<file path="config.mk">
export PLATFORM = sky130hd
export DESIGN_NAME = spi_fifo_controller
export DESIGN_NICKNAME = d
export VERILOG_FILES = /design/src/rtl/spi_fifo_controller.sv
export SDC_FILE = /design/constraint.sdc
export NUM_CORES = 1
export LEC_CHECK = 0
export CAP_MARGIN = 20
export CORE_UTILIZATION = 48
export CTS_CLUSTER_DIAMETER = 50
export DETAILED_ROUTE_END_ITERATION = 10
export GPL_ROUTABILITY_DRIVEN = 0
export SETUP_SLACK_MARGIN = 0.5
export SLEW_MARGIN = 20
export SYNTH_ARGS = -nofsm -noshare
export SYNTH_HDL_FRONTEND = slang
export SYNTH_SLANG_ARGS = --single-unit
</file>
<file path="constraint.sdc">
create_clock -name clk -period 7.28 [get_ports clk]
set_input_delay 1.456 -clock clk [delete_from_list [all_inputs] [get_ports clk]]
set_output_delay 1.456 -clock clk [all_outputs]
set_load 0.01 [all_outputs]
</file>
<file path="src/rtl/spi_fifo_controller.sv">
// SPI master with byte-wide TX/RX FIFOs behind a 4-register bus port; config writes are shadowed until the engine idles.
// Define SPI_CRC16_EN to add a CRC16-CCITT accumulator over every transferred byte (CRC_HI/CRC_LO).
module spi_fifo_controller #(
  parameter int NUM_SS     = 4,
  parameter int FIFO_DEPTH = 8
) (
  input  logic              clk,
  input  logic              rst,
  input  logic              acc,
  input  logic [1:0]        addr,
  input  logic              r_w,
  input  logic [7:0]        wdata,
  output logic [7:0]        rdata,
  input  logic              miso,
  output logic              mosi,
  output logic              sclk,
  output logic [NUM_SS-1:0] ss_n,
  output logic              irq
);
  localparam int          AW    = $clog2(FIFO_DEPTH);
  localparam logic [AW:0] DEPTH = (AW+1)'(FIFO_DEPTH);

  typedef enum logic [1:0] {S_IDLE, S_LOAD, S_SHIFT, S_STORE} state_t;
  state_t r_state, w_state_nxt;

  logic [3:0]        r_ctrl, r_ctrl_sh;
  logic [7:0]        r_div, r_div_sh;
  logic [NUM_SS-1:0] r_sel, r_sel_sh;
  logic              r_tx_ovf;
  logic [7:0]        r_tx_mem [FIFO_DEPTH];
  logic [7:0]        r_rx_mem [FIFO_DEPTH];
  logic [AW-1:0]     r_tx_wp, r_tx_rp, r_rx_wp, r_rx_rp;
  logic [AW:0]       r_tx_cnt, r_rx_cnt;
  logic [7:0]        r_tx_sh, r_rx_sh, r_div_cnt;
  logic [3:0]        r_half;
  logic              r_sclk, r_mosi;

  logic       w_wr_data, w_rd_data, w_rd_stat;
  logic       w_tx_empty, w_tx_full, w_rx_empty, w_rx_full, w_busy;
  logic       w_start, w_tx_pop, w_tx_push, w_rx_pop, w_rx_push, w_half_end;
  logic [7:0] w_load_byte, w_rdata_nxt, w_crc_hi, w_crc_lo;

  assign w_wr_data  = acc & ~r_w & (addr == 2'd0);
  assign w_rd_data  = acc &  r_w & (addr == 2'd0);
  assign w_rd_stat  = acc &  r_w & (addr == 2'd1);
  assign w_tx_empty = (r_tx_cnt == '0);
  assign w_tx_full  = (r_tx_cnt == DEPTH);
  assign w_rx_empty = (r_rx_cnt == '0);
  assign w_rx_full  = (r_rx_cnt == DEPTH);
  assign w_busy     = (r_state != S_IDLE);

  // Start decisions use the shadow rx_en because it becomes active on this same edge.
  assign w_start     = (r_state == S_IDLE) & (~w_tx_empty | (r_ctrl_sh[2] & ~w_rx_full));
  assign w_tx_pop    = (r_state == S_IDLE) & ~w_tx_empty;
  assign w_load_byte = w_tx_empty ? 8'hFF : r_tx_mem[r_tx_rp];
  assign w_tx_push   = w_wr_data & (~w_tx_full | w_tx_pop);
  assign w_rx_pop    = w_rd_data & ~w_rx_empty;
  assign w_rx_push   = (r_state == S_STORE) & r_ctrl[2] & (~w_rx_full | w_rx_pop);
  assign w_half_end  = (r_state == S_SHIFT) & (r_div_cnt == r_div);

  always_ff @(posedge clk or posedge rst) begin
    if (rst) begin
      r_ctrl_sh <= '0; r_div_sh <= '0; r_sel_sh <= '0;
      r_ctrl    <= '0; r_div    <= '0; r_sel    <= '0;
    end else begin
      if (acc && !r_w) begin
        case (addr)
          2'd1:    r_ctrl_sh <= wdata[3:0];
          2'd2:    r_div_sh  <= wdata;
          2'd3:    r_sel_sh  <= wdata[NUM_SS-1:0];
          default: ;
        endcase
      end
      if (r_state == S_IDLE) begin
        r_ctrl <= r_ctrl_sh;
        r_div  <= r_div_sh;
        r_sel  <= r_sel_sh;
      end
    end
  end

  always_ff @(posedge clk) begin
    if (w_tx_push) r_tx_mem[r_tx_wp] <= wdata;
    if (w_rx_push) r_rx_mem[r_rx_wp] <= r_rx_sh;
  end

  always_ff @(posedge clk or posedge rst) begin
    if (rst) begin
      r_tx_wp <= '0; r_tx_rp <= '0; r_tx_cnt <= '0;
      r_rx_wp <= '0; r_rx_rp <= '0; r_rx_cnt <= '0;
    end else begin
      if (w_tx_push) r_tx_wp <= r_tx_wp + AW'(1);
      if (w_tx_pop)  r_tx_rp <= r_tx_rp + AW'(1);
      if (w_rx_push) r_rx_wp <= r_rx_wp + AW'(1);
      if (w_rx_pop)  r_rx_rp <= r_rx_rp + AW'(1);
      case ({w_tx_push, w_tx_pop})
        2'b10:   r_tx_cnt <= r_tx_cnt + (AW+1)'(1);
        2'b01:   r_tx_cnt <= r_tx_cnt - (AW+1)'(1);
        default: ;
      endcase
      case ({w_rx_push, w_rx_pop})
        2'b10:   r_rx_cnt <= r_rx_cnt + (AW+1)'(1);
        2'b01:   r_rx_cnt <= r_rx_cnt - (AW+1)'(1);
        default: ;
      endcase
    end
  end

  always_comb begin
    w_rdata_nxt = 8'h00;
    case (addr)
      2'd0:    w_rdata_nxt = w_rx_empty ? 8'hFF : r_rx_mem[r_rx_rp];
      2'd1:    w_rdata_nxt = {2'b00, r_tx_ovf, w_rx_full, w_rx_empty, w_tx_full, w_tx_empty, w_busy};
      2'd2:    w_rdata_nxt = w_crc_hi;
      default: w_rdata_nxt = w_crc_lo;
    endcase
  end

  always_ff @(posedge clk or posedge rst) begin
    if (rst) begin
      rdata    <= 8'h00;
      r_tx_ovf <= 1'b0;
    end else begin
      if (acc && r_w) rdata <= w_rdata_nxt;
      if (w_wr_data && w_tx_full && !w_tx_pop) r_tx_ovf <= 1'b1;
      else if (w_rd_stat)                      r_tx_ovf <= 1'b0;
    end
  end

  always_ff @(posedge clk or posedge rst) begin
    if (rst) r_state <= S_IDLE;
    else     r_state <= w_state_nxt;
  end

  always_comb begin
    w_state_nxt = r_state;
    case (r_state)
      S_IDLE:  if (w_start) w_state_nxt = S_LOAD;
      S_LOAD:  w_state_nxt = S_SHIFT;
      S_SHIFT: if (w_half_end && r_half == 4'd15) w_state_nxt = S_STORE;
      S_STORE: w_state_nxt = S_IDLE;
      default: w_state_nxt = S_IDLE;
    endcase
  end

  // Even half-periods end on a leading sclk edge, odd ones on a trailing edge.
  always_ff @(posedge clk or posedge rst) begin
    if (rst) begin
      r_sclk <= 1'b0; r_mosi <= 1'b1; r_tx_sh <= '0; r_rx_sh <= '0;
      r_div_cnt <= '0; r_half <= '0;
    end else begin
      case (r_state)
        S_IDLE: begin
          r_sclk    <= r_ctrl[0];
          r_div_cnt <= '0;
          r_half    <= '0;
          if (w_start) begin
            r_tx_sh <= w_load_byte;
            if (!r_ctrl_sh[1]) r_mosi <= w_load_byte[7];
          end
        end
        S_LOAD: r_sclk <= r_ctrl[0];
        S_SHIFT: begin
          if (w_half_end) begin
            r_div_cnt <= '0;
            r_half    <= r_half + 4'd1;
            r_sclk    <= ~r_sclk;
            if (r_half[0] == r_ctrl[1]) begin
              r_rx_sh <= {r_rx_sh[6:0], miso};
            end else if (r_ctrl[1]) begin
              r_mosi  <= r_tx_sh[7];
              r_tx_sh <= {r_tx_sh[6:0], 1'b0};
            end else if (r_half != 4'd15) begin
              r_mosi  <= r_tx_sh[6];
              r_tx_sh <= {r_tx_sh[6:0], 1'b0};
            end
          end else begin
            r_div_cnt <= r_div_cnt + 8'd1;
          end
        end
        default: ;
      endcase
    end
  end

`ifdef SPI_CRC16_EN
  logic [15:0] r_crc;
  logic [7:0]  r_tx_byte;
  logic        w_crc_rst;

  assign w_crc_rst = acc & ~r_w & (addr == 2'd1) & wdata[7];

  function automatic logic [15:0] crc_upd(input logic [15:0] c, input logic [7:0] b);
    logic [15:0] v;
    v = c;
    for (int i = 7; i >= 0; i--) v = {v[14:0], 1'b0} ^ ((v[15] ^ b[i]) ? 16'h1021 : 16'h0000);
    return v;
  endfunction

  always_ff @(posedge clk or posedge rst) begin
    if (rst) begin
      r_crc     <= 16'hFFFF;
      r_tx_byte <= 8'h00;
    end else begin
      if (w_start) r_tx_byte <= w_load_byte;
      if (w_crc_rst)               r_crc <= 16'hFFFF;
      else if (r_state == S_STORE) r_crc <= crc_upd(r_crc, r_ctrl[2] ? r_rx_sh : r_tx_byte);
    end
  end

  assign w_crc_hi = r_crc[15:8];
  assign w_crc_lo = r_crc[7:0];
`else
  assign w_crc_hi = 8'h00;
  assign w_crc_lo = 8'h00;
`endif

  assign mosi = r_mosi;
  assign sclk = r_sclk;
  assign ss_n = ~r_sel;
  assign irq  = r_ctrl[3] & ((w_tx_empty & ~w_busy) | (r_ctrl[2] & ~w_rx_empty));

endmodule
</file>
Yosys cells after proc, flatten, opt, wreduce, memory -nomap -nowiden
Memory sizes are Yosys's and may differ from the RTL's.
Cells that the tools add are included.
{"block": "word_totals", "ram_bits": 128, "word_cells": 143, "input_bits": 15, "memories": 2, "regBits": 93, "output_inout_bits": 15}
{"block": "classes", "n_addsub": 10, "bitwise": 28, "n_eq_ne": 22, "n_reduce_logical": 27, "n_mux": 33}
{"name": "r_rx_mem", "words": 8, "word_bits": 8, "rd": 1, "rd_ports_with_merged_regs": 0, "write_ports": 1, "line_no": "31", "text": "logic [7:0] r_rx_mem [FIFO_DEPTH];"}
{"name": "r_tx_mem", "words": 8, "word_bits": 8, "rd": 1, "rd_ports_with_merged_regs": 0, "write_ports": 1, "line_no": "30", "text": "logic [7:0] r_tx_mem [FIFO_DEPTH];"}
{"op": "$mux W8", "n": 8}
{"op": "$pmux W8 S2", "n": 3}
{"op": "$pmux W4 S2", "n": 3}
{"op": "$and A1 B1 Y1", "n": 16}
{"op": "$mux W1", "n": 13}
{"op": "$add A3 B1 Y3 const B", "n": 4}
{"op": "$add A4 B1 Y4 const B", "n": 3}
{"op": "$eq A2 B2 Y1 const B", "n": 6}
{"op": "$eq A4 B4 Y1 const B", "n": 3}
{"op": "$reduce_and A2 Y1", "n": 6}
{"op": "$reduce_bool A2 Y1", "n": 6}
{"op": "$add A8 B1 Y8 const B", "n": 1}
{"op": "$eq A2 B1 Y1 const B", "n": 4}
{"op": "$eq A8 B8 Y1", "n": 1}
{"op": "$logic_not A4 Y1", "n": 2}
{"op": "$ne A2 B2 Y1 const B", "n": 4}
{"op": "$pmux W2 S4", "n": 1}
{"op": "$sub A4 B1 Y4 const B", "n": 2}
{"op": "$not A1 Y1", "n": 7}
{"op": "$reduce_and A6 Y1", "n": 1}
{"op": "$logic_and A1 B1 Y1", "n": 5}
{"op": "$reduce_and A5 Y1", "n": 1}
{"op": "$logic_not A2 Y1", "n": 2}
{"op": "$mux W2", "n": 2}
{"op": "other kinds (11)", "n": 16}

Longest topological paths before layout
Gate-level depths: netlist of the first run.
{"block": "logic_depth", "ltp_word": 7, "depth_mapped": 11, "mapped_depth_nobuf": 10}

Worst setup path before layout of the first run
No wires, ideal clock.
{"block": "synth_path", "path_type": "input to register", "startpoint": "in addr[1]", "endpoint": "mem r_tx_mem[0][0], enable pin", "arrival_time_ns": 3.226, "setup_slack_ns": 3.670, "setup_time_ns": 0.383, "path_stages": 5, "required_ns": 6.897, "cell_sequence": "buf_2 or4b_1 buf_2 or3_1 nor3_1"}
{"block": "synth_via", "elab_chain_cells": 5}
{"element": "start, declared", "line_no": "10", "text": "input logic [1:0] addr,"}
{"element": "$logic_not A2 Y1", "line_no": "43", "text": "assign w_wr_data = acc & ~r_w & (addr == 2'd0);"}
{"element": "$and A1 B1 Y1", "line_no": "43"}
{"element": "$and A1 B1 Y1", "line_no": "56", "text": "assign w_tx_push = w_wr_data & (~w_tx_full | w_tx_pop);"}
{"element": "$mux W1", "line_no": "83", "text": "if (w_tx_push) r_tx_mem[r_tx_wp] <= wdata;"}
{"element": "$mux W1 (implied by the code)", "line_no": "83"}
{"element": "end, declared", "line_no": "30"}
Every way passes these cells.

Worst setup path in the final report of the first run
{"block": "layout_path", "startpoint": "reg r_tx_cnt[1]", "endpoint": "out irq"}
{"block": "layout_via", "elab_chain_cells": 4}
{"element": "start, declared", "line_no": "33", "text": "logic [AW:0] r_tx_cnt, r_rx_cnt;"}
{"element": "start signal, assigned", "line_no": "97", "text": "2'b10: r_tx_cnt <= r_tx_cnt + (AW+1)'(1);"}
{"element": "start signal, assigned", "line_no": "98", "text": "2'b01: r_tx_cnt <= r_tx_cnt - (AW+1)'(1);"}
{"element": "$logic_not A4 Y1", "line_no": "46", "text": "assign w_tx_empty = (r_tx_cnt == '0);"}
{"element": "$and A1 B1 Y1", "line_no": "221", "text": "assign irq = r_ctrl[3] & ((w_tx_empty & ~w_busy) | (r_ctrl[2] & ~w_rx_empty));"}
{"element": "$or A1 B1 Y1", "line_no": "221"}
{"element": "$and A1 B1 Y1", "line_no": "221"}
{"element": "end, declared", "line_no": "18", "text": "output logic irq"}
Every way passes these cells.

==> qor.json, run 1 <==
{
  "drt": {
    "drtIter0Drc": 336,
    "topRoutingLayerUsed": "met4",
    "antenna_violating_nets_post_route": 0,
    "vias_per_cell": 5.72,
    "totalWireLength_microns": 20200,
    "routed_length_on_met1_microns": 8930,
    "drt_pass_1_iters": 4,
    "via_count": 5485,
    "wl_met3_microns": 973,
    "wl_met2_microns": 9810,
    "wire_per_inst_microns": 21.1,
    "remaining_drc_errors": 0
  },
  "critical_path": {
    "worstPathMaxFanout": 11,
    "crit_path_start_kind": "flop",
    "cp-end-kind": "primary output",
    "crit_arrival_ns": 2.70,
    "criticalPathCategory": "flop to primary output",
    "critPathRequiredTime_ns": 5.82
  },
  "clock_tree": {
    "number_of_hold_repair_buffers_added_at_the_cts_stage": 0,
    "cts_max_path_buffers": 3,
    "cts-resized-gates": 0,
    "worst_setup_hold_path_clk_slew_ns": 0.06,
    "ctsRootBufferMaster": "clkbuf_16",
    "post_cts.repair.setup_buffers": 0,
    "clk_latency_ns": 0.51,
    "numCtsBuffers": 25,
    "cts.htree.levels": 1,
    "cts_sinks": 221,
    "clock_tree_from_tritoncts": "done"
  },
  "sta": {
    "worst_clock_skew_ns": 0.0144,
    "measured_slew_at_the_worst_slew_check_pin_ns": 1.07,
    "setup_tns_ns": 0,
    "final_worst_path_period_share_pct": 57.1,
    "max_clock_freq_ghz": 0.241,
    "rsz0062_at_grt": "false",
    "report.final.setup_viol": 0,
    "finalMaxSlewViolations": 0,
    "report.final.hold_viol_count": 0,
    "final_period_minus_worst_setup_slack_ns": 4.16,
    "crit_path_setup_slack_layout_ns": 3.12,
    "slew-limit-headroom_pct": 28.1
  },
  "synthesis": {
    "ys_async_rst_share_pct": 42.1,
    "ys_ff_latch": 221,
    "synth_enable_flop_cells": 128,
    "cell_count_after_synthesis": 647,
    "synth.net_count": 676,
    "synthesis.area_per_instance_sq_um": 14.6,
    "yosys_warnings": 0,
    "yosysSeqAreaShare_pct": 65.4,
    "ys_types": 57,
    "post_synth_instance_area_sq_um": 9440,
    "synth_top_flop_cell": "edfxtp_1"
  },
  "floorplan": {
    "die_h_microns": 142,
    "num_rows": 50,
    "die_area_sq_um": 20200,
    "start_util_pct": 49.6,
    "core_region_area_sq_um": 19000,
    "num_io_pins": 30,
    "die_w_microns": 142
  },
  "layout": {
    "nNetsFinal": 710,
    "num_antenna_cells": 0,
    "multi_input_comb_area_sq_um": 3120,
    "layout.cells.most_common_list": "128 x edfxtp_1, 92 x dfrtp_1, 55 x mux2_2",
    "fillers": 1550,
    "drive_above_1_share_pct": 18.9,
    "area_growth_pct": 14.5,
    "sequential_cell_area_sq_um": 6170,
    "most_common_cell_after_layout_fill_and_taps_aside": "edfxtp_1"
  },
  "place": {
    "io_buffer_count": 29,
    "dp_slack_ns": 2.67,
    "hpwl_microns": 13600
  },
  "global_route": {
    "initial_antenna_violation_count": 0,
    "number_of_global_route_vias_before_repair": 5518,
    "grt_use_total_pct": 20.8,
    "grt_pass1_wl_microns": 31400,
    "overflow": 0,
    "grt_start_max_net_pins": 76
  },
  "status": {
    "status": "finished clean"
  },
  "job": {
    "maxCapViolations": 0
  },
  "pwr": {
    "power.ir.vdd_worst_uv": 267,
    "leakagePower_nw": 4.05,
    "power_density_nw_per_um2": 404
  },
  "hold_path": {
    "worstHoldPathType": "flop to flop"
  }
}
[stage by stage]
step | std cells | util [%] | total power (W) | instance area (sq um) | hold slack, ns
6_report | 959 | 56.8 | 0.00437 | 10800 | 0.479
5_1_grt | 959 | 56.8 | 0.00459 | 10800 | 0.510
4_1_cts | 959 | 56.7 | 0.00437 | 10800 | 0.484
3_5_place_dp | 914 | 52.6 | 0.00318 | 10000 | 0.470
3_3_place_gp | 914 | 52.5 | 0.00312 | 9990 | 0.465
2_1_floorplan | 647 | - | 0.00276 | 9440 | 0.444
[cell families (layout without fill, tap and decap cells)]
logic type / count (synthesis) / after routing / share of synthesized area (%)
xor+xnor: 25 / 25 / 2.32
buf+inv: 46 / 98 / 1.94
simple gates: 139 / 139 / 7.38
flops: 221 / 221 / 65.4
compound gates: 104 / 104 / 7.54
fa+ha+maj: 14 / 14 / 1.94
mux: 98 / 98 / 13.5
[worst max-delay path: stages, from the launching register on]
cell and delay [ns]:
dfrtp_1 0.49, or4_1 0.77, o22ai_1 0.21, and2_1 0.16, clkdlybuf4s50_1 0.55
[metal layers]
layer	up-vias	global-route usage (%)
li1	2518	-
met1	2771	28.8
met2	163	34.3
met3	33	3.06
met4	0	5.66
met5	-	0
[final cells by class]
type,count,share of cell area [%]
Tap cell,260,3.01
Inverter,17,0.613
Multi-Input combinational cell,380,28.9
Clock inverter,10,0.984
Timing Repair Buffer,36,3.17
Sequential cell,221,57.1
Clock buffer,35,6.23
[power by group]
part	total (W)	internal [W]	leakage [nW]	switching, W
logic	0.00133	0.000622	1.37	0.000712
clock network	0.00119	0.000716	0.382	0.000476
registers	0.00184	0.00158	2.29	0.000257
total	0.00437	0.00292	4.05	0.00145
[Yosys cell counts (2+ instances only)]
library cell / count / area, sq um
clkbuf_1: 17 / 63.8
nor3_1: 9 / 45.0
o31ai_1: 2 / 15.0
a221o_1: 9 / 90.1
nor4_2: 2 / 25.0
o22ai_1: 9 / 56.3
and3_1: 7 / 43.8
nor4_1: 3 / 18.8
nor2b_1: 6 / 37.5
inv_1: 16 / 60.1
a22oi_1: 3 / 22.5
xnor2_1: 11 / 96.3
nand2_1: 49 / 184
edfxtp_1: 128 / 3840
a31o_2: 2 / 17.5
nor2_1: 29 / 109
a211oi_1: 2 / 15.0
buf_1: 4 / 15.0
or2_2: 2 / 12.5
mux4_2: 18 / 405
dfrtp_1: 92 / 2300
a31oi_1: 14 / 87.6
a21oi_1: 18 / 90.1
nand3b_1: 3 / 22.5
and2_1: 3 / 18.8
a22o_1: 7 / 61.3
mux2_2: 55 / 619
nand2b_1: 8 / 50.1
mux2i_1: 25 / 250
o21ai_0: 22 / 110
xor2_1: 14 / 123
buf_2: 8 / 40.0
a32o_1: 4 / 40.0
ha_1: 13 / 163
nand3_1: 11 / 55.1
[state kept, by name (all words and copies together), names as in the netlist, 8 cells and up]
signal / count
r_rx_mem: 64
r_tx_mem: 64
r_div: 8
r_div_cnt: 8
r_div_sh: 8
r_rx_sh: 8
r_tx_sh: 8
rdata: 8
[final timing paths]
kind                             start          to  slack [ns]  cells past startpoint
min in group asynchronous          rst    rdata[3]        1.24                      2
max in group asynchronous          rst  r_tx_sh[5]        4.80                      3
setup / recovery           r_tx_cnt[1]         irq        3.12                      4
hold / removal             r_sel_sh[0]    r_sel[0]        0.48                      2
hold reg to reg            r_sel_sh[0]    r_sel[0]        0.48                      2
setup reg to reg            r_state[0]  r_rx_sh[0]        4.11                      5
(Power assumes the default switching activity.)
==> run 2, diff against run 1 <==
clock period = 4.2 ns   (was 7.28 ns; I/O delays follow)
==> run 2 against run 1 <==
Hold slack gained 0.0060 ns. Final cell count grew 0.94%. Sequential share of layout area shrank 0.25 points. Flip-flop and latch count is the same. Total power grew 73%. Clock power grew 74%. Highest routed layer unchanged.
==> qor.json, run 2 (synthesized netlist as in run 1, its figures left out) <==
{
  "sta": {
    "crit_path_setup_slack_layout": {"value": 0.671, "unit": "ns", "change": "was 3.12 ns"},
    "finalMaxSlewViolations": {"value": 0, "change": "unchanged"},
    "worst_clock_skew": {"value": 0.0108, "unit": "ns", "change": "was 0.0144 ns"},
    "max_clock_freq_ghz": 0.283,
    "final_worst_path_period_share_pct": 84.0,
    "measured_slew_at_the_worst_slew_check_pin": {"value": 0.995, "unit": "ns", "change": "was 1.07 ns"},
    "setup_tns": {"value": 0, "unit": "ns", "change": "unchanged"},
    "report.final.setup_viol": {"value": 0, "change": "unchanged"},
    "final_period_minus_worst_setup_slack_ns": 3.53,
    "report.final.hold_viol_count": {"value": 0, "change": "unchanged"},
    "slew-limit-headroom": {"value": 33.4, "unit": "%", "change": "was 28.1%"},
    "rsz0062_at_grt": {"value": "false", "change": "unchanged"}
  },
  "clock_tree": {
    "cts.htree.levels": {"value": 1, "change": "unchanged"},
    "cts-resized-gates": {"value": 0, "change": "unchanged"},
    "clk_latency": {"value": 0.51, "unit": "ns", "change": "about the same"},
    "cts_max_path_buffers": {"value": 3, "change": "unchanged"},
    "cts_sinks": {"value": 221, "change": "unchanged"},
    "ctsRootBufferMaster": {"value": "clkbuf_16", "change": "unchanged"},
    "numCtsBuffers": {"value": 24, "change": "was 25"},
    "clock_tree_from_tritoncts": {"value": "done", "change": "unchanged"},
    "number_of_hold_repair_buffers_added_at_the_cts_stage": {"value": 0, "change": "unchanged"},
    "post_cts.repair.setup_buffers": {"value": 0, "change": "unchanged"},
    "worst_setup_hold_path_clk_slew": {"value": 0.06, "unit": "ns", "change": "about the same"}
  },
  "critical_path": {
    "worstPathMaxFanout": {"value": 11, "change": "unchanged"},
    "critPathRequiredTime": {"value": 3.36, "unit": "ns", "change": "was 5.82 ns"},
    "crit_slowest_cell": {"value": "or4_1", "change": "unchanged"},
    "rr_startpoint": {"value": "r_tx_cnt[1]", "change": "was r_state[0]"},
    "critical-path-top-delay-family": {"value": "simple AND/OR/NAND/NOR gates", "change": "unchanged"},
    "cp_cell_sequence": {"value": "or4_1 > o22ai_1 > and2_1 > clkdlybuf4s50_1", "change": "unchanged"},
    "worstPathBufferInverterCount": {"value": 1, "change": "unchanged"},
    "regToRegSetupSlack": {"value": 1.38, "unit": "ns", "change": "was 4.11 ns"},
    "criticalPathCategory": {"value": "flop to primary output", "change": "unchanged"},
    "critical-path-max-stage-delay": {"value": 0.75, "unit": "ns", "change": "was 0.77 ns"},
    "timing.critical_path.from": {"value": "r_tx_cnt[1]", "change": "unchanged"},
    "crit_arrival": {"value": 2.69, "unit": "ns", "change": "was 2.70 ns"},
    "cp-end-kind": {"value": "primary output", "change": "unchanged"},
    "crit_path_start_kind": {"value": "flop", "change": "unchanged"}
  },
  "layout": {
    "nNetsFinal": {"value": 719, "change": "was 710"},
    "stdcell_area": {"value": 10900, "unit": "sq um", "change": "was 10,800 sq um"},
    "registers_with_the_most_flip_flops": {"value": "r_rx_mem (64), r_tx_mem (64)", "change": "unchanged"},
    "most_common_cell_after_layout_fill_and_taps_aside": {"value": "edfxtp_1", "change": "unchanged"},
    "layout.cells.most_common_list": {"value": "128 x edfxtp_1, 91 x dfrtp_1, 55 x mux2_2", "change": "was 128 x edfxtp_1, 92 x dfrtp_1, 55 x mux2_2"},
    "drive_above_1_share": {"value": 19.9, "unit": "%", "change": "was 18.9%"},
    "area_growth": {"value": 15.0, "unit": "%", "change": "was 14.5%"},
    "num_antenna_cells": {"value": 0, "change": "unchanged"}
  },
  "hold_path": {
    "worstHoldPathType": {"value": "flop to flop", "change": "unchanged"},
    "hold_path.startpoint": {"value": "r_sel_sh[0]", "change": "unchanged"}
  },
  "drt": {
    "drtIter0Drc": {"value": 472, "change": "was 336"},
    "vias_per_cell": {"value": 5.72, "change": "about the same"},
    "totalWireLength": {"value": 20300, "unit": "microns", "change": "was 20,200 microns"},
    "antenna_violating_nets_post_route": {"value": 0, "change": "unchanged"},
    "remaining_drc_errors": {"value": 0, "change": "unchanged"},
    "drt_pass_1_iters": {"value": 5, "change": "was 4"},
    "via_count": {"value": 5536, "change": "was 5,485"},
    "wire_per_inst": {"value": 20.9, "unit": "microns", "change": "was 21.1 microns"}
  },
  "floorplan": {
    "core_region_area": {"value": 19000, "unit": "sq um", "change": "unchanged"},
    "num_rows": {"value": 50, "change": "unchanged"},
    "num_io_pins": {"value": 30, "change": "unchanged"},
    "die_h": {"value": 142, "unit": "microns", "change": "unchanged"},
    "start_util": {"value": 49.6, "unit": "%", "change": "unchanged"},
    "die_w": {"value": 142, "unit": "microns", "change": "unchanged"},
    "die_area": {"value": 20200, "unit": "sq um", "change": "unchanged"}
  },
  "pwr": {
    "leakagePower": {"value": 4.09, "unit": "nW", "change": "was 4.05 nW"},
    "switching_share": {"value": 33.1, "unit": "%", "change": "about the same"},
    "p_int": {"value": 0.00506, "unit": "W", "change": "was 0.00292 W"},
    "power.share.sequential": {"value": 43.4, "unit": "%", "change": "was 42.2%"},
    "power.ir.vdd_worst": {"value": 407, "unit": "uV", "change": "was 267 uV"},
    "comb_power_share": {"value": 29.1, "unit": "%", "change": "was 30.5%"},
    "switching_component_of_the_power": {"value": 0.00250, "unit": "W", "change": "was 0.00145 W"},
    "proportion_of_power_drawn_by_the_clock_network": {"value": 27.4, "unit": "%", "change": "was 27.3%"},
    "power_density": {"value": 696, "unit": "nW/um^2", "change": "was 404 nW/um^2"}
  },
  "status": {
    "status": {"value": "finished clean", "change": "unchanged"}
  },
  "place": {
    "detailed_place.area": {"value": 10100, "unit": "sq um", "change": "was 10,000 sq um"},
    "dp_slack": {"value": 0.596, "unit": "ns", "change": "was 2.67 ns"},
    "io_buffer_count": {"value": 29, "change": "unchanged"},
    "hpwl": {"value": 13700, "unit": "microns", "change": "was 13,600 microns"}
  },
  "global_route": {
    "initial_antenna_violation_count": {"value": 0, "change": "unchanged"},
    "grt_pass1_wl": {"value": 32100, "unit": "microns", "change": "was 31,400 microns"},
    "overflow": {"value": 0, "change": "unchanged"},
    "number_of_global_route_vias_before_repair": {"value": 5582, "change": "was 5,518"},
    "grt_use_total": {"value": 21.2, "unit": "%", "change": "was 20.8%"},
    "grt_start_max_net_pins": {"value": 47, "change": "was 76"}
  },
  "job": {
    "maxCapViolations": {"value": 0, "change": "unchanged"}
  }
}
## run 2: cell types whose count changed in the layout (fill, tap and decap cells not counted), sizes merged
cell	before	now
buf	7	17
clkbuf	35	28
clkinv	7	9
clkinvlp	1	3
inv	17	19
## run 2: final cells by class
cell class                 instances  area, sq um
fill                            1526         8160
sequential                       221         6170
multi-input combinational        380         3090
clock buffer                      28          637
timing repair buffer              46          418
tap                              260          325
clock inverter                    16          153
inverter                          17         66.3
## run 2: worst paths after layout
check                                   end  depth (start not counted)
worst min-delay path               r_sel[0]                          2
min in group asynchronous          rdata[7]                          2
max in group asynchronous              mosi                          3
worst max-delay path                    irq                          4
worst min register to register     r_sel[0]                          2
worst max register to register  r_tx_cnt[2]                          8
## run 2: worst reg2reg max path: stages (launching register included)
cell	delay [ns]
dfrtp_1	0.50
or4_1	0.75
nand2_1	0.29
nor2_1	0.08
xor2_1	0.15
ha_1	0.22
a2111oi_0	0.38
o31ai_1	0.16
xnor2_1	0.16
## run 2: power groups by stage
stage	Combinational (W)	Sequential (W)	Clock, W
after floorplan	0.00176	0.00303	0
after global placement	0.00213	0.00330	0
after detailed placement	0.00220	0.00332	0
after CTS	0.00221	0.00328	0.00212
after global routing	0.00241	0.00336	0.00219
final	0.00220	0.00328	0.00207
## run 2: through the flow
stage | hold WS (ns) | std cells | utilization, % | total power [W]
floorplan | 0.444 | 647 | - | 0.00478
global placement | 0.460 | 924 | 52.9 | 0.00542
detailed placement | 0.467 | 924 | 52.9 | 0.00552
CTS | 0.485 | 968 | 57.1 | 0.00761
global route | 0.504 | 968 | 57.1 | 0.00796
finish | 0.485 | 968 | 57.1 | 0.00756
## run 2: layer usage
| metal | GRT usage (%) | vias up | wire length, microns |
|---|---|---|---|
| li1 | - | 2541 | - |
| met1 | 29.6 | 2816 | 9070 |
| met2 | 34.3 | 143 | 9770 |
| met3 | 3.16 | 36 | 871 |
| met4 | 6.68 | 0 | 558 |
| met5 | 0 | - | 0 |
==> run 3, diff against run 2 <==
PLACE_DENSITY = 0.67   (was not set)
clock period = 3.2 ns   (was 4.2 ns; I/O delays follow)
==> run 3 against run 2 <==
Wire length is 0.76% lower. Total power is 39% higher. Utilization is 2.1 points higher. Via count is 1.4% higher. Flip-flop and latch count stayed put. Clock skew is 0.00094 ns higher. Sequential power is 28% higher. Sequential share of layout area is 2.0 points lower. Non-clock buffer count is 25 higher. Design area is 3.7% higher. Largest cell class unchanged. Highest routed layer unchanged.
==> qor.json, run 3 (synthesized netlist as in run 1, its figures left out) <==
{
  "status": {
    "status": {"value": "finished clean", "change": "unchanged"}
  },
  "pwr": {
    "power.ir.vdd_worst": {"value": 556, "unit": "uV", "change": "was 407 uV"},
    "p_int": {"value": 0.00718, "unit": "W", "change": "was 0.00506 W"},
    "power_density": {"value": 930, "unit": "nW/um^2", "change": "was 696 nW/um^2"},
    "comb_power_share": {"value": 29.1, "unit": "%", "change": "about the same"},
    "proportion_of_power_drawn_by_the_clock_network": {"value": 30.8, "unit": "%", "change": "was 27.4%"},
    "leakagePower": {"value": 4.31, "unit": "nW", "change": "was 4.09 nW"},
    "switching_share": {"value": 31.4, "unit": "%", "change": "was 33.1%"},
    "power.share.sequential": {"value": 40.1, "unit": "%", "change": "was 43.4%"},
    "finalPower": {"value": 0.0105, "unit": "W", "change": "was 0.00756 W"},
    "switching_component_of_the_power": {"value": 0.00328, "unit": "W", "change": "was 0.00250 W"}
  },
  "drt": {
    "drtIter0Drc": {"value": 325, "change": "was 472"},
    "antenna_violating_nets_post_route": {"value": 0, "change": "unchanged"},
    "totalWireLength": {"value": 20100, "unit": "microns", "change": "was 20,300 microns"},
    "drt_pass_1_iters": {"value": 5, "change": "unchanged"},
    "wire_per_inst": {"value": 20.2, "unit": "microns", "change": "was 20.9 microns"},
    "via_count": {"value": 5613, "change": "was 5,536"},
    "remaining_drc_errors": {"value": 0, "change": "unchanged"},
    "vias_per_cell": {"value": 5.63, "change": "was 5.72"}
  },
  "global_route": {
    "grt_pass1_wl": {"value": 32600, "unit": "microns", "change": "was 32,100 microns"},
    "number_of_global_route_vias_before_repair": {"value": 5877, "change": "was 5,582"},
    "grt_start_max_net_pins": {"value": 37, "change": "was 47"},
    "overflow": {"value": 0, "change": "unchanged"},
    "grt_use_total": {"value": 21.3, "unit": "%", "change": "was 21.2%"},
    "initial_antenna_violation_count": {"value": 0, "change": "unchanged"}
  },
  "place": {
    "io_buffer_count": {"value": 29, "change": "unchanged"},
    "detailed_place.area": {"value": 10300, "unit": "sq um", "change": "was 10,100 sq um"},
    "hpwl": {"value": 13600, "unit": "microns", "change": "was 13,700 microns"}
  },
  "layout": {
    "layout.cells.most_common_list": {"value": "128 x edfxtp_1, 89 x dfrtp_1, 55 x mux2_2", "change": "was 128 x edfxtp_1, 91 x dfrtp_1, 55 x mux2_2"},
    "drive_above_1_share": {"value": 23.7, "unit": "%", "change": "was 19.9%"},
    "fillers": {"value": 1465, "change": "was 1,526"},
    "stdcell_area": {"value": 11300, "unit": "sq um", "change": "was 10,900 sq um"},
    "area_growth": {"value": 19.2, "unit": "%", "change": "was 15.0%"},
    "registers_with_the_most_flip_flops": {"value": "r_rx_mem (64), r_tx_mem (64)", "change": "unchanged"},
    "nNetsFinal": {"value": 746, "change": "was 719"},
    "most_common_cell_after_layout_fill_and_taps_aside": {"value": "edfxtp_1", "change": "unchanged"},
    "num_antenna_cells": {"value": 0, "change": "unchanged"}
  },
  "floorplan": {
    "die_area": {"value": 20200, "unit": "sq um", "change": "unchanged"},
    "die_h": {"value": 142, "unit": "microns", "change": "unchanged"},
    "die_w": {"value": 142, "unit": "microns", "change": "unchanged"},
    "num_io_pins": {"value": 30, "change": "unchanged"},
    "start_util": {"value": 49.6, "unit": "%", "change": "unchanged"},
    "core_region_area": {"value": 19000, "unit": "sq um", "change": "unchanged"},
    "num_rows": {"value": 50, "change": "unchanged"}
  },
  "sta": {
    "whs": {"value": 0.489, "unit": "ns", "change": "was 0.485 ns"},
    "worst_clock_skew": {"value": 0.0118, "unit": "ns", "change": "was 0.0108 ns"},
    "report.final.setup_viol": {"value": 0, "change": "unchanged"},
    "finalMaxSlewViolations": {"value": 0, "change": "unchanged"},
    "measured_slew_at_the_worst_slew_check_pin": {"value": 0.889, "unit": "ns", "change": "was 0.995 ns"},
    "slew-limit-headroom": {"value": 40.6, "unit": "%", "change": "was 33.4%"},
    "final_period_minus_worst_setup_slack_ns": 2.64,
    "max_clock_freq_ghz": 0.379,
    "final_worst_path_period_share_pct": 82.5,
    "rsz0062_at_grt": {"value": "false", "change": "unchanged"},
    "setup_tns": {"value": 0, "unit": "ns", "change": "unchanged"},
    "report.final.hold_viol_count": {"value": 0, "change": "unchanged"}
  },
  "hold_path": {
    "worstHoldPathType": {"value": "flop to flop", "change": "unchanged"},
    "hold_path.startpoint": {"value": "r_sel_sh[1]", "change": "was r_sel_sh[0]"}
  },
  "clock_tree": {
    "worst_setup_hold_path_clk_slew": {"value": 0.06, "unit": "ns", "change": "about the same"},
    "cts_max_path_buffers": {"value": 3, "change": "unchanged"},
    "clk_latency": {"value": 0.52, "unit": "ns", "change": "was 0.51 ns"},
    "cts_sinks": {"value": 221, "change": "unchanged"},
    "cts.htree.levels": {"value": 1, "change": "unchanged"},
    "numCtsBuffers": {"value": 26, "change": "was 24"},
    "ctsRootBufferMaster": {"value": "clkbuf_16", "change": "unchanged"},
    "clock_tree_from_tritoncts": {"value": "done", "change": "unchanged"}
  },
  "critical_path": {
    "timing.critical_path.from": {"value": "r_tx_cnt[1]", "change": "unchanged"},
    "critPathRequiredTime": {"value": 2.56, "unit": "ns", "change": "was 3.36 ns"},
    "criticalPathCategory": {"value": "flop to primary output", "change": "unchanged"},
    "crit_path_start_kind": {"value": "flop", "change": "unchanged"},
    "worstPathMaxFanout": {"value": 2, "change": "was 11"},
    "crit_arrival": {"value": 2.00, "unit": "ns", "change": "was 2.69 ns"},
    "cp-end-kind": {"value": "primary output", "change": "unchanged"},
    "rr_startpoint": {"value": "r_state[0]", "change": "was r_tx_cnt[1]"}
  },
  "job": {
    "maxCapViolations": {"value": 0, "change": "unchanged"}
  }
}
-- run 3: final cells by class --
cell class | count | area, sq um | share of cell area, %
flip-flops and latches | 221 | 6180 | 54.9
multi-input cells | 380 | 3100 | 27.6
clock buffers | 33 | 708 | 6.29
repair buffers | 71 | 631 | 5.60
well taps | 260 | 325 | 2.89
clock inverters | 15 | 245 | 2.18
inverters | 17 | 67.6 | 0.600
-- run 3: routing by layer --
metal	global-route usage [%]	wire length, microns	vias to the layer above
li1	-	-	2591
met4	5.55	416	0
met3	3.43	890	33
met1	28.1	8700	2865
met5	0	0	-
met2	36.8	10100	124
-- run 3: worst paths after layout --
kind	endpoint	slack [ns]	depth (start not counted)
worst max-delay path	irq	0.56	4
worst min-delay path	r_sel[1]	0.49	2
max in group asynchronous	mosi	1.82	3
min in group asynchronous	r_rx_sh[4]	0.66	2
worst max register to register	r_tx_sh[5]	0.65	7
worst min register to register	r_sel[1]	0.49	2
-- run 3: what timing repair did --
item,CTS,global route
resized for setup,6,1
setup buffers,2,2
pin swaps,1,0
endpoints found under the setup margin,1,1
hold buffers,0,0
-- run 3: stage by stage --
stage / setup WS [ns] / utilization, % / cells
after floorplan: 0.576 / - / 647
after global placement: 0.231 / 54.0 / 945
after detailed placement: 0.187 / 54.0 / 945
after CTS: 0.500 / 59.1 / 995
after global routing: 0.502 / 59.2 / 997
final: 0.560 / 59.2 / 997
-- run 3: worst max-delay path, stage by stage (launching register included) --
cell and delay [ns]:
dfrtp_1 0.39, or4_4 0.55, o22ai_1 0.14, and2_1 0.16, clkdlybuf4s15_1 0.24
-- run 3: power by group through the flow --
stage                     clock network (W)  logic [W]  registers, W
after CTS                           0.00328    0.00304       0.00421
after global placement                    0    0.00289       0.00423
after detailed placement                  0    0.00300       0.00427
after floorplan                           0    0.00231       0.00397
after global routing                0.00338    0.00335       0.00429
final                               0.00322    0.00305       0.00420
